===== src/rtl/seq_divider_pkg.sv =====
// Shared definitions for the sequential divider: RV32M op encodings,
// controller states and small op-decoding helpers.
package seq_divider_pkg;

  typedef enum logic [1:0] {
    DIV_OP  = 2'b00,
    DIVU_OP = 2'b01,
    REM_OP  = 2'b10,
    REMU_OP = 2'b11
  } op_e;

  typedef enum logic [1:0] {
    IDLE = 2'd0,
    CALC = 2'd1,
    FIX  = 2'd2,
    DONE = 2'd3
  } state_e;

  function automatic logic op_is_signed(input op_e op);
    return (op == DIV_OP) || (op == REM_OP);
  endfunction

  function automatic logic op_is_rem(input op_e op);
    return (op == REM_OP) || (op == REMU_OP);
  endfunction

endpackage


===== src/rtl/seq_divider_if.sv =====
// Request/response bundle between the reservation station and the divider.
interface seq_divider_if
  import seq_divider_pkg::*;
#(
  parameter int WIDTH     = 32,
  parameter int TAG_WIDTH = 4
);
  logic                 flush;
  logic                 start;
  op_e                  op;
  logic [WIDTH-1:0]     dividend;
  logic [WIDTH-1:0]     divisor;
  logic [TAG_WIDTH-1:0] tag_in;
  logic                 busy;
  logic                 valid;
  logic [WIDTH-1:0]     result;
  logic [TAG_WIDTH-1:0] tag_out;

  modport master (
    output flush, start, op, dividend, divisor, tag_in,
    input  busy, valid, result, tag_out
  );

  modport slave (
    input  flush, start, op, dividend, divisor, tag_in,
    output busy, valid, result, tag_out
  );
endinterface


===== src/rtl/seq_divider_div_step.sv =====
// One restoring-division iteration: shift the next dividend bit into the
// partial remainder, trial-subtract the divisor, keep the difference when it
// does not borrow.
module seq_divider_div_step #(
  parameter int WIDTH = 32
) (
  input  logic [WIDTH-1:0] r,
  input  logic             q_msb,
  input  logic [WIDTH-1:0] d,
  output logic [WIDTH-1:0] r_next,
  output logic             q_bit
);
  // The shifted remainder keeps R's old MSB so full-range unsigned divisors
  // work; since R < D the difference fits and diff[WIDTH] is the borrow.
  logic [WIDTH:0] shifted;
  logic [WIDTH:0] diff;

  assign shifted = {r, q_msb};
  assign diff    = shifted - {1'b0, d};
  assign q_bit   = ~diff[WIDTH];
  assign r_next  = diff[WIDTH] ? shifted[WIDTH-1:0] : diff[WIDTH-1:0];
endmodule


===== src/rtl/seq_divider.sv =====
// Iterative radix-2 restoring divider for RV32M DIV/DIVU/REM/REMU with a
// start/busy handshake, tag passthrough and flush support.
module seq_divider
  import seq_divider_pkg::*;
#(
  parameter int WIDTH     = 32,
  parameter int TAG_WIDTH = 4
) (
  input logic          clk,
  input logic          rst_n,
  seq_divider_if.slave bus
);
  localparam int               CNT_W    = $clog2(WIDTH);
  localparam logic [WIDTH-1:0] ALL_ONES = '1;
  localparam logic [WIDTH-1:0] MIN_NEG  = {1'b1, {(WIDTH-1){1'b0}}};

  function automatic logic [WIDTH-1:0] negate(input logic [WIDTH-1:0] x);
    return ~x + WIDTH'(1);
  endfunction

  state_e               state, next_state;
  logic [CNT_W-1:0]     cnt;
  logic [WIDTH-1:0]     rem_r, quo, den, res_q;
  op_e                  op_q;
  logic [TAG_WIDTH-1:0] tag_q;
  logic                 q_neg, r_neg;
  logic [WIDTH-1:0]     step_r;
  logic                 step_q;

  logic accept, in_signed, in_rem, div_zero, overflow;

  assign accept    = (state == IDLE) && bus.start && !bus.flush;
  assign in_signed = op_is_signed(bus.op);
  assign in_rem    = op_is_rem(bus.op);
  assign div_zero  = (bus.divisor == '0);
  assign overflow  = in_signed && (bus.dividend == MIN_NEG) && (bus.divisor == ALL_ONES);

  seq_divider_div_step #(.WIDTH(WIDTH)) u_step (
    .r      (rem_r),
    .q_msb  (quo[WIDTH-1]),
    .d      (den),
    .r_next (step_r),
    .q_bit  (step_q)
  );

  // Controller state register.
  // NOTE: clocked state uses non-blocking assignments so every flop samples
  // pre-edge values regardless of process ordering.
  always_ff @(posedge clk or negedge rst_n) begin
    if (!rst_n) state <= IDLE;
    else        state <= next_state;
  end

  // Next-state logic; flush overrides everything.
  // NOTE: next_state is defaulted before the case so no path leaves it
  // unassigned, which would otherwise infer a latch.
  always_comb begin
    next_state = state;
    case (state)
      IDLE: if (accept) next_state = (div_zero || overflow) ? DONE : CALC;
      CALC: if (cnt == '0) next_state = FIX;
      FIX:  next_state = DONE;
      DONE: next_state = IDLE;
      default: next_state = IDLE;
    endcase
    if (bus.flush) next_state = IDLE;
  end

  // Operand capture, iteration and sign fix-up.
  // NOTE: these are a handful of ordinary flops, not a memory array, so they
  // all get a reset value; it keeps reset behaviour fully deterministic.
  always_ff @(posedge clk or negedge rst_n) begin
    if (!rst_n) begin
      cnt   <= '0;
      rem_r <= '0;
      quo   <= '0;
      den   <= '0;
      res_q <= '0;
      op_q  <= DIV_OP;
      tag_q <= '0;
      q_neg <= 1'b0;
      r_neg <= 1'b0;
    end else if (bus.flush) begin
      cnt <= '0;
    end else begin
      case (state)
        IDLE: if (accept) begin
          op_q  <= bus.op;
          tag_q <= bus.tag_in;
          q_neg <= in_signed & (bus.dividend[WIDTH-1] ^ bus.divisor[WIDTH-1]);
          r_neg <= in_signed & bus.dividend[WIDTH-1];
          rem_r <= '0;
          quo   <= (in_signed && bus.dividend[WIDTH-1]) ? negate(bus.dividend) : bus.dividend;
          den   <= (in_signed && bus.divisor[WIDTH-1])  ? negate(bus.divisor)  : bus.divisor;
          cnt   <= CNT_W'(WIDTH-1);
          if (div_zero)      res_q <= in_rem ? bus.dividend : ALL_ONES;
          else if (overflow) res_q <= in_rem ? '0 : bus.dividend;
        end
        CALC: begin
          rem_r <= step_r;
          quo   <= {quo[WIDTH-2:0], step_q};
          cnt   <= cnt - CNT_W'(1);
        end
        FIX: begin
          if (op_is_rem(op_q)) res_q <= r_neg ? negate(rem_r) : rem_r;
          else                 res_q <= q_neg ? negate(quo) : quo;
        end
        default: ;
      endcase
    end
  end

  // Registered outputs: busy tracks the upcoming state, valid pulses once
  // after DONE and result/tag_out hold until the next completion.
  always_ff @(posedge clk or negedge rst_n) begin
    if (!rst_n) begin
      bus.busy    <= 1'b0;
      bus.valid   <= 1'b0;
      bus.result  <= '0;
      bus.tag_out <= '0;
    end else begin
      bus.busy  <= (next_state != IDLE);
      bus.valid <= (state == DONE) && !bus.flush;
      if ((state == DONE) && !bus.flush) begin
        bus.result  <= res_q;
        bus.tag_out <= tag_q;
      end
    end
  end
endmodule


===== src/flat_wrapper.sv =====
// flat-port wrapper written by rule: the top's interface ports become plain ports
module seq_divider_flat import seq_divider_pkg::*;
#(
  parameter int WIDTH     = 32,
  parameter int TAG_WIDTH = 4
)
  (clk, rst_n, bus_flush, bus_start, bus_op, bus_dividend, bus_divisor, bus_tag_in, bus_busy, bus_valid, bus_result, bus_tag_out);
  seq_divider_if #(.WIDTH(WIDTH), .TAG_WIDTH(TAG_WIDTH)) bus_i ();
  input logic clk;
  input logic rst_n;
  input wire logic [$bits(bus_i.flush)-1:0] bus_flush;
  input wire logic [$bits(bus_i.start)-1:0] bus_start;
  input wire logic [$bits(bus_i.op)-1:0] bus_op;
  input wire logic [$bits(bus_i.dividend)-1:0] bus_dividend;
  input wire logic [$bits(bus_i.divisor)-1:0] bus_divisor;
  input wire logic [$bits(bus_i.tag_in)-1:0] bus_tag_in;
  output wire logic [$bits(bus_i.busy)-1:0] bus_busy;
  output wire logic [$bits(bus_i.valid)-1:0] bus_valid;
  output wire logic [$bits(bus_i.result)-1:0] bus_result;
  output wire logic [$bits(bus_i.tag_out)-1:0] bus_tag_out;
  assign bus_i.flush = bus_flush;
  assign bus_i.start = bus_start;
  assign bus_i.op = bus_op;
  assign bus_i.dividend = bus_dividend;
  assign bus_i.divisor = bus_divisor;
  assign bus_i.tag_in = bus_tag_in;
  assign bus_busy = bus_i.busy;
  assign bus_valid = bus_i.valid;
  assign bus_result = bus_i.result;
  assign bus_tag_out = bus_i.tag_out;
  seq_divider #(.WIDTH(WIDTH), .TAG_WIDTH(TAG_WIDTH)) u_core (.clk(clk), .rst_n(rst_n), .bus(bus_i));
endmodule

===== config.mk =====
export PLATFORM = sky130hd
export DESIGN_NAME = seq_divider_flat
export DESIGN_NICKNAME = d
export VERILOG_FILES = /design/src/rtl/seq_divider_pkg.sv /design/src/rtl/seq_divider_if.sv /design/src/rtl/seq_divider_div_step.sv /design/src/rtl/seq_divider.sv /design/src/flat_wrapper.sv
export SDC_FILE = /design/constraint.sdc
export NUM_CORES = 1
export LEC_CHECK = 0
export BUFFER_PORTS_ARGS = -buffer_cell sky130_fd_sc_hd__buf_2
export CAP_MARGIN = 20
export CORE_MARGIN = 1
export CORE_UTILIZATION = 55
export CTS_BUF_LIST = sky130_fd_sc_hd__clkbuf_8
export DETAILED_ROUTE_END_ITERATION = 12
export HOLD_SLACK_MARGIN = 0.1
export PLACE_DENSITY = 0.71
export SETUP_SLACK_MARGIN = 0.1
export SYNTH_ARGS = -nofsm -noshare
export SYNTH_HDL_FRONTEND = slang
export SYNTH_SLANG_ARGS = --single-unit

===== constraint.sdc =====
create_clock -name clk -period 4.2 [get_ports clk]
set_clock_uncertainty 0.1 [all_clocks]
set_input_delay 0.63 -clock clk [delete_from_list [all_inputs] [get_ports clk]]
set_output_delay 0.63 -clock clk [all_outputs]
set_load 0.02 [all_outputs]

# Word-level counts from Yosys, hierarchy flattened
# Index checks and enable logic that the tools add are counted.
# totals
reg_bits	181
in_bits	74
out_inout_bits	38
elab_cells	89
# classes
add_sub_neg	6
n_eq_ne	12
muxes	24
bitwise_logic	9
n_reduce_logical	24
# ops
cell	n
32-bit two-way mux	13
32-bit case mux with 2 select lines	3
32-bit by 1-bit adder with 32-bit output, second input constant	4
32-bit inverter	4
32-bit equality test, second input constant	2
33-bit by 32-bit subtractor with 33-bit output	1
32-bit logical NOT	1
2-bit equality test, second input constant	6
5-bit two-way mux	2
5-bit case mux with 2 select lines	1
2-bit two-way mux	4
2-bit case mux with 4 select lines	1
1-bit logical AND	7
3-bit AND reduction	2
2-bit nonzero test	3
5-bit logical NOT	1
5-bit by 1-bit subtractor with 5-bit output, second input constant	1
2-bit logical NOT	2
1-bit logical OR	4
4-bit AND reduction	1
3-bit by 1-bit inequality test with 1-bit output, second input constant	1
3-bit by 2-bit inequality test with 1-bit output, second input constant	1
3-bit nonzero test	1
1-bit AND	2
other kinds (6)	7

# Logic depth before layout (Yosys ltp)
# Gate-level depths: netlist of the first run.
# logic_depth
ltp_word	10
mapped_depth	13
mapped_depth_nobuf	11

# Hierarchy
# A second synthesis of the first run with hierarchy kept.
# unflattened
hier_cells	1504
hier_area_um2	12599.6
# by_module_without_submodules
mod	n_inst	cells_each	area_each_um2
seq_divider	1	1195	10282.4
seq_divider_div_step	1	309	2317.2

# Worst setup path after synthesis of the first run
# Ideal clock, no wire load.
# synth_timing
kind	input-to-reg
from	input port bus_dividend[6]
to	register u_core.quo[31]
t_arrival_ps	3261
slack_ps	765
path_stages	8
path_cell_list	or4_4 -> or4_4 -> or4_4 -> or4_4 -> or4_1 -> a21oi_1 -> a21oi_1 -> o21ai_2
# synth_via
elab_chain_cells	5
# synth_rtl
element	line	text
start, declared	flat_wrapper.sv:14	input wire logic [$bits(bus_i.dividend)-1:0] bus_dividend;
32-bit inverter	seq_divider.sv:18	return ~x + WIDTH'(1);
32-bit by 1-bit adder with 32-bit output	seq_divider.sv:18	
32-bit two-way mux	seq_divider.sv:93	quo <= (in_signed && bus.dividend[WIDTH-1]) ? negate(bus.dividend) : bus.dividend;
32-bit two-way mux	seq_divider.sv:87	IDLE: if (accept) begin
32-bit case mux with 2 select lines	seq_divider.sv:86	case (state)
end signal, assigned	seq_divider.sv:93	
end signal, assigned	seq_divider.sv:101	quo <= {quo[WIDTH-2:0], step_q};
end, declared	seq_divider.sv:23	logic [WIDTH-1:0] rem_r, quo, den, res_q;
# Every way passes these cells. The select of a mux whose other input is x is not followed.
# A chain may end at the register's enable or synchronous reset.

# Final worst setup path of the first run
# layout_timing
from	register u_core.rem_r[0]
to	register u_core.res_q[30]
# layout_via
elab_chain_cells	5
# layout_rtl
element	line	text
start, declared	seq_divider.sv:23	
start signal, assigned	seq_divider.sv:100	rem_r <= step_r;
32-bit inverter	seq_divider.sv:18	
32-bit by 1-bit adder with 32-bit output	seq_divider.sv:18	
32-bit two-way mux (2 in series)	seq_divider.sv:105	if (op_is_rem(op_q)) res_q <= r_neg ? negate(rem_r) : rem_r;
32-bit case mux with 2 select lines	seq_divider.sv:86	
end signal, assigned	seq_divider.sv:96	if (div_zero) res_q <= in_rem ? bus.dividend : ALL_ONES;
end signal, assigned	seq_divider.sv:105	
end signal, assigned	seq_divider.sv:106	else res_q <= q_neg ? negate(quo) : quo;
end, declared	seq_divider.sv:23	
# Every way passes these cells.

==> results, run 1 <==
- The average detailed-routed wire length per instance is 17.5 um.
- The worst-case clock buffer depth is 2.
- The share of the cycle needed by the critical path after routing is 94.5%.
- The synthesized area is 12,900 um2.
- The clock insertion delay at the later pin of the skew report is 0.49 ns.
- The height of the die is 155 um.
- For the pin with the worst max-slew slack, the measured transition is 0.951 ns.
- The post-CTS repair timing setup buffer count is 0.
- Max-cap violations in this run came to 0.
- The clock period could shrink to 3.97 ns.
- The die covers 24,100 um2.
- The count of port buffers added during placement is 111.
- The data arrival time of the worst path is 4.21 ns.
- The worst slack at placement is 0.328 ns.
- Of the post-synthesis cell area, the dominant cell type holds 34.8%.
- Across every metal layer, demand over resource in global routing totals 30.6%.
- In this run the remaining antenna-violating nets after routing total 0.
- The number of synthesized flops with an enable pin is 0.
- The congestion estimate from routability-driven global placement came to 0.950.
- The synthesized netlist contains 74 unique library cells.
- By startpoint and endpoint, the worst setup path is classified as reg -> reg.
- The critical path required time is 4.44 ns.
- In this run, synthesis produced a sequential element count of 180.
- The number of DRC markers after the initial detailed-route iteration is 986.
- The post-layout total power is 0.00601 W.
- The floorplan has 55 rows.
- After synthesis, the share of flip-flops with an asynchronous set or reset is 100%.
- The worst path meets setup with 0.229 ns of slack.
- The number of vias per cell after detailed routing is 5.94.
- Hold repair after CTS inserted 0 buffers.
- The core footprint is 22,800 um2.
- The net total in the final layout is 1,827.
- The routed layout has 12,100 vias.
- The initial core utilization is 56.6%.
- The endpoint class of the critical path is a flop.
- The upper clock frequency limit is 252 MHz.
- The number of pins exceeding their max-slew limit in the final report is 0.
- The post-synthesis cell type with the largest combined area is dfrtp_1.
- In this run the worst path has a maximum fanout of 6.
- 112 I/O pins were placed.
- The length in cells of the worst reg-to-reg path is 10.
- The number of fill cells in the layout is 2,119.
- Cells with a size suffix above 1 make up 11.8% of the layout.
- The DRC violations left is 0.
- After synthesis, the cell types taking the most area are dfrtp_1 35%, nand2_1 9.4%, o21ai_0 6.9%, xnor2_1 5.8%, a21oi_1 4.3%.
- The post-cts gate resize count is 0.
- The via count of the first global-routing pass is 11,300.
- The CTS tree is built.
- Setup violations remaining at the end of the flow were counted as 0.
- The worst slew slack as a fraction of its limit is 36.6%.
- The run finished with clean final reports.
- The first global-routing pass estimated 59,000 um of wire.
- Summing the sequential cell areas from Yosys gives 34.8% of the chip area.
- The number of hold-slack violations in the final timing report came to 0.
- After global routing the overflow that remains totals 0.
- The total clock sinks is 180.
- The top flip-flop cell by instance count after synthesis is dfrtp_1.
- Setup repair after global routing left no endpoint under its margin.
- The die is 155 um wide.
- TritonCTS created 17 clock buffers.
- The Yosys warning count is 0.
- The final wirelength is 35,700 um.
- From synthesis to final layout, the design area changed by 9.42%.
- The static leakage power is 6.36 nW.
- Detailed placement ended at an HPWL of 26,800 um.
- The worst setup path is launched from a flop.
- Entering global routing, the biggest net connects 87 pins.
- A synthesized cell averages 7.84 um2.
- The synthesized instance count is 1,648.
- After clock tree synthesis, the clock-pin slew on the worst setup and hold paths is 0.11 ns.
- The number of antenna violations at the first check in global routing was 0.
- Clock tree synthesis selected as its root buffer the cell clkbuf_8.
- The H-tree level count is 4.
- The number of antenna diodes in the final layout is 0.
- Setup total negative slack on the finished layout was measured at 0 ns.
- For this design the ratio of total power to cell area is 425 nW/um2.
- The type of the tightest min-delay check is in -> async.
- The peak supply drop is 0.000213 V.
- The detailed-routing iteration count for the pre-antenna-repair pass is 5.
- The post-synthesis net count is 1,762.
==> state kept, by name, indices dropped and copies added (netlist names), 2 cells and up <==
register	flops
u_core.den	32
u_core.bus.tag_out	4
u_core.tag_q	4
u_core.state	2
u_core.res_q	32
u_core.cnt	5
u_core.rem_r	32
u_core.bus.result	32
u_core.quo	32
==> worst max-delay path: stages, from the launching register on <==
cell       delay [ns]
dfrtp_1          0.48
inv_1            0.15
ha_1             0.24
or3b_2           0.47
nand4bb_1        0.27
or4_1            0.56
o41ai_1          0.40
xor2_1           0.23
nor2_1           0.06
a2111oi_0        0.72
o21ai_0          0.15
==> per-stage QoR <==
stage	hold WS, ns	area, um2	util [%]	cells
after floorplan	0.234	12900	-	1648
after global placement	0.349	13800	60.2	2007
after detailed placement	0.357	13800	60.2	2007
after CTS	0.116	14100	61.9	2039
after global routing	0.141	14100	61.9	2039
final	0.0786	14100	61.9	2039
==> placed cells by master (no fill, tap or decap), types with 8 or more instances in the layout <==
cell,instances
nand2_1,323
dfrtp_1,180
o21ai_0,178
nor2_1,119
a21oi_1,112
buf_2,110
xnor2_1,84
inv_1,60
xor2_1,52
ha_1,39
nor3_1,36
buf_4,34
mux2i_1,33
o31ai_1,31
a211oi_1,29
nand4_1,20
nand2b_1,20
maj3_1,17
clkbuf_8,17
nor4_1,16
o211ai_1,16
or4_1,13
nand3_1,13
o41ai_1,13
or3_1,12
a31oi_1,12
a21o_1,9
nor2b_1,8
==> metal layers <==
metal	routed length, um	vias to the layer above	track usage [%]
li1	-	5900	-
met1	16200	5777	41.9
met2	16500	379	50.5
met3	1940	46	2.95
met4	1020	0	11.2
met5	0	-	0
==> cell type report <==
type	count	area (um2)	share of cell area, %
multi-input cells	1307	7800	55.2
inverters	61	229	1.62
clock buffers	17	234	1.65
repair buffers	146	837	5.92
flip-flops and latches	180	4500	31.8
well taps	313	392	2.77
clock inverters	15	148	1.04
==> Yosys cell counts (all sizes together), types with 3 or more instances <==
cell	n
nand2b	21
clkbuf	86
xor2	52
ha	39
nand3b	3
a21boi	4
nor2	120
or2	5
o31a	3
or3	14
o22ai	6
o21ai	179
a211oi	29
o221ai	4
nor2b	8
inv	60
a21o	9
o31ai	31
nand3	13
dfrtp	180
nand2	323
mux2	3
o21a	5
xnor2	85
or4	17
a21oi	112
o211ai	16
o41ai	14
mux2i	33
a31oi	12
nor4	17
and2	7
a22oi	4
nand4	20
and3	4
buf	14
o21bai	6
nor3	36
maj3	17
==> cells by family (layout without fill, tap and decap cells) <==
group	count (synthesis)	count (layout)	share of synthesized area, %
muxes	36	36	2.82
xor gates and xnor gates	137	137	9.28
AOI/OAI and AO/OA	455	455	21.1
adders and majority gates	57	57	5.25
and+or+nand+nor	622	622	21.7
DFF	180	180	34.8
buffers and inverters	161	239	4.97
==> final timing paths <==
check	from	endpoint	slack, ns
max in group asynchronous	rst_n	u_core.quo[0]$_DFFE_PN0P_	2.89
setup / recovery	u_core.rem_r[0]$_DFFE_PN0P_	u_core.res_q[30]$_DFFE_PN0P_	0.23
hold / removal	rst_n	u_core.bus.tag_out[1]$_DFFE_PN0P_	0.08
hold reg to reg	u_core.bus.result[20]$_DFFE_PN0P_	u_core.bus.result[20]$_DFFE_PN0P_	0.38
setup reg to reg	u_core.rem_r[0]$_DFFE_PN0P_	u_core.res_q[30]$_DFFE_PN0P_	0.23
min in group clk	bus_tag_in[0]	u_core.tag_q[0]$_DFFE_PN0P_	0.23
==> where the power goes <==
part           switching [W]  leakage [nW]  total (W)  internal, W
combinational        0.00139          3.82    0.00227     0.000884
clock               0.000747         0.187    0.00118     0.000437
sequential          0.000391          2.35    0.00255      0.00216
Note: power is estimated with default switching activity, not from simulation.
==> inputs of run 2 (changes only) <==
--- a/config.mk
+++ b/config.mk
@@ -8,12 +8,12 @@
 export BUFFER_PORTS_ARGS = -buffer_cell sky130_fd_sc_hd__buf_2
 export CAP_MARGIN = 20
 export CORE_MARGIN = 1
-export CORE_UTILIZATION = 55
+export CORE_UTILIZATION = 63
 export CTS_BUF_LIST = sky130_fd_sc_hd__clkbuf_8
 export DETAILED_ROUTE_END_ITERATION = 12
 export HOLD_SLACK_MARGIN = 0.1
-export PLACE_DENSITY = 0.71
-export SETUP_SLACK_MARGIN = 0.1
+export PLACE_DENSITY = 0.84
+export SETUP_SLACK_MARGIN = 0.4
 export SYNTH_ARGS = -nofsm -noshare
 export SYNTH_HDL_FRONTEND = slang
 export SYNTH_SLANG_ARGS = --single-unit
==> results, run 2 (synthesis results as in run 1) <==
- With fillers left out, the area of the finished cells amounts to 14,000 um2.
- The final cell count without fillers is 1,982.
- STA puts the critical path data arrival time at 3.96 ns.
- The post-layout minimum cycle time is 3.69 ns.
- The routed design has 35,100 um of wire.
- The height of the die is 145 um.
- The DRC violations left is 0.
- Routability-driven placement finished with a final weighted congestion of 0.953.
- Counting the fill cells in the layout gives 1,723.
- The cell area reported after detailed placement is 13,600 um2.
- The areal power density over the cells is 427 nW/um2.
- After global routing the overflow that remains totals 0.
- The max-capacitance violation count is 0.
- The number of hold-slack violations in the final timing report is 0.
- At the pin with the least slew margin, the transition time is 0.987 ns.
- CTS built an H-tree with a depth of 4.
- After clock tree synthesis, the clock-pin slew on the worst setup and hold paths is 0.12 ns.
- The via count of the first global-routing pass is 11,300.
- The type of the tightest min-delay check is in -> reg.
- The total clock sinks is 180.
- Once detailed placement completed, the half-perimeter wirelength came to 25,800 um.
- In this run the static leakage power is 6.31 nW.
- The worst slew slack as a fraction of its limit is 34.2%.
- Buffers added to address setup during post-CTS repair amount to 0.
- The average detailed-routed wire length per instance is 17.7 um.
- The number of vias per cell after detailed routing is 6.17.
- The root cell of the clock tree is clkbuf_8.
- The die is 145 um wide.
- The total area inside the core boundary comes to 20,200 um2.
- Setup violations remaining at the end of the flow were counted as 0.
- After routing, the total negative slack on setup checks comes to 0 ns.
- The run finished with clean final reports.
- Setup slack on the worst reg-to-reg path comes out at 0.51 ns.
- Across every metal layer, demand over resource in global routing totals 33.7%.
- The number of pins exceeding their max-slew limit in the final report was 0.
- The number of antenna violations at the first check in global routing is 0.
- No sink is reached through more buffers than the 2 on the longest clock path.
- Once placement completed, the tool counted placed cells totaling 1,950.
- The critical path required time is 4.47 ns.
- The floorplan has 52 rows.
- In the finished design, the share of the clock period the worst path needs comes to 87.8%.
- The detail route stage leaves a number of antenna-violating nets equal to 0.
- Compared with the post-synthesis result, the final layout area differs by 8.45%.
- The net total in the final layout is 1,814.
- The detailed-routing iteration count for the pre-antenna-repair pass is 5.
- For this run, the top clock speed supported by timing is 271 MHz.
- The detailed router finished its first iteration with 1,019 violations.
- Setup slack on the critical path of the routed design comes to 0.511 ns.
- The CTS tree is built.
- Once the floorplan was initialized, standard cells occupied 64.1% of the core.
- Buffers placed on the I/O ports in this run total 111.
- The first-pass GRT wire length is 57,900 um.
- The repair_antennas step left the layout with diodes totalling 0.
- Of the cells placed in the final design, the portion with a size suffix greater than 1 is 11.2%.
- Setup repair after global routing could not meet its margin everywhere.
- The worst setup path is captured at a flop.
- Clock latency on the worst-skew pair, taken at its later pin, is 0.49 ns.
- The worst slack at placement is 0.327 ns.
- In this run the worst path has a maximum fanout of 6.
- The commonest non-fill, non-tap cell in the layout is nand2_1.
- The worst setup path is of the reg -> reg kind.
- The peak supply drop is 0.000252 V.
- The startpoint class of the critical path is a flop.
- Entering global routing, the biggest net connects 92 pins.
- Clock tree synthesis inserted a total of 17 buffers.
- In the layout the commonest cells are 323 x nand2_1, 180 x dfrtp_1, 178 x o21ai_0.
- The routed via count is 12,200.
- The overall die area is 21,100 um2.
- In this run the count of I/O pins placed on the die edge is 112.
## run 2: final timing paths
path,from,endpoint,cells after the start
worst max-delay path,u_core.rem_r[0]$_DFFE_PN0P_,u_core.res_q[26]$_DFFE_PN0P_,10
worst min-delay path,bus_tag_in[1],u_core.tag_q[1]$_DFFE_PN0P_,3
worst max register to register,u_core.rem_r[0]$_DFFE_PN0P_,u_core.res_q[26]$_DFFE_PN0P_,10
worst min register to register,u_core.tag_q[3]$_DFFE_PN0P_,u_core.bus.tag_out[3]$_DFFE_PN0P_,2
max in group asynchronous,rst_n,u_core.quo[0]$_DFFE_PN0P_,3
min in group asynchronous,rst_n,u_core.bus.tag_out[2]$_DFFE_PN0P_,2
## run 2: critical path, stage by stage (launching register included)
cell	delay (ns)
dfrtp_1	0.47
inv_1	0.15
ha_1	0.22
or3b_2	0.47
nand4bb_2	0.34
or4_1	0.53
or3_1	0.37
o41ai_2	0.26
xor2_1	0.20
mux2i_1	0.12
a221o_1	0.33
## run 2: metal layers
layer	GRT usage (%)	vias to the layer above	part of all wire, %	wire, um
li1	-	5878	-	-
met1	46.3	5755	43	15200
met2	54.6	530	47	16400
met3	3.55	72	6.5	2280
met4	13.9	0	3.8	1350
met5	0	-	0	0
## run 2: metrics by stage
stage                     power, W  utilization, %  hold WS, ns
after floorplan            0.00411               -        0.234
after global placement     0.00471            67.5        0.349
after detailed placement   0.00480            67.5        0.350
after CTS                  0.00596            69.4        0.212
after global routing       0.00636            69.5        0.220
final                      0.00598            69.5        0.215
## run 2: area by class of cell
cell class	instances	area, um2	share of cell area [%]
Sequential cell	180	4500	32.1
Inverter	61	229	1.63
Multi-Input combinational cell	1307	7820	55.8
Clock buffer	17	234	1.67
Clock inverter	14	143	1.02
Timing Repair Buffer	133	754	5.38
Tap cell	270	338	2.41
## run 2: timing repair
| item | in CTS | in global routing |
|---|---|---|
| cloned | 0 | 0 |
| hold buffers | 1 | 0 |
| hold endpoints to repair | 52 | 0 |
| resized for setup | 1 | 3 |
| setup endpoints to repair | 1 | 3 |
## run 2: power breakdown
part | switching, W | total (W) | internal (W)
clock network | 0.000740 | 0.00118 | 0.000438
registers | 0.000405 | 0.00257 | 0.00216
logic | 0.00137 | 0.00224 | 0.000861
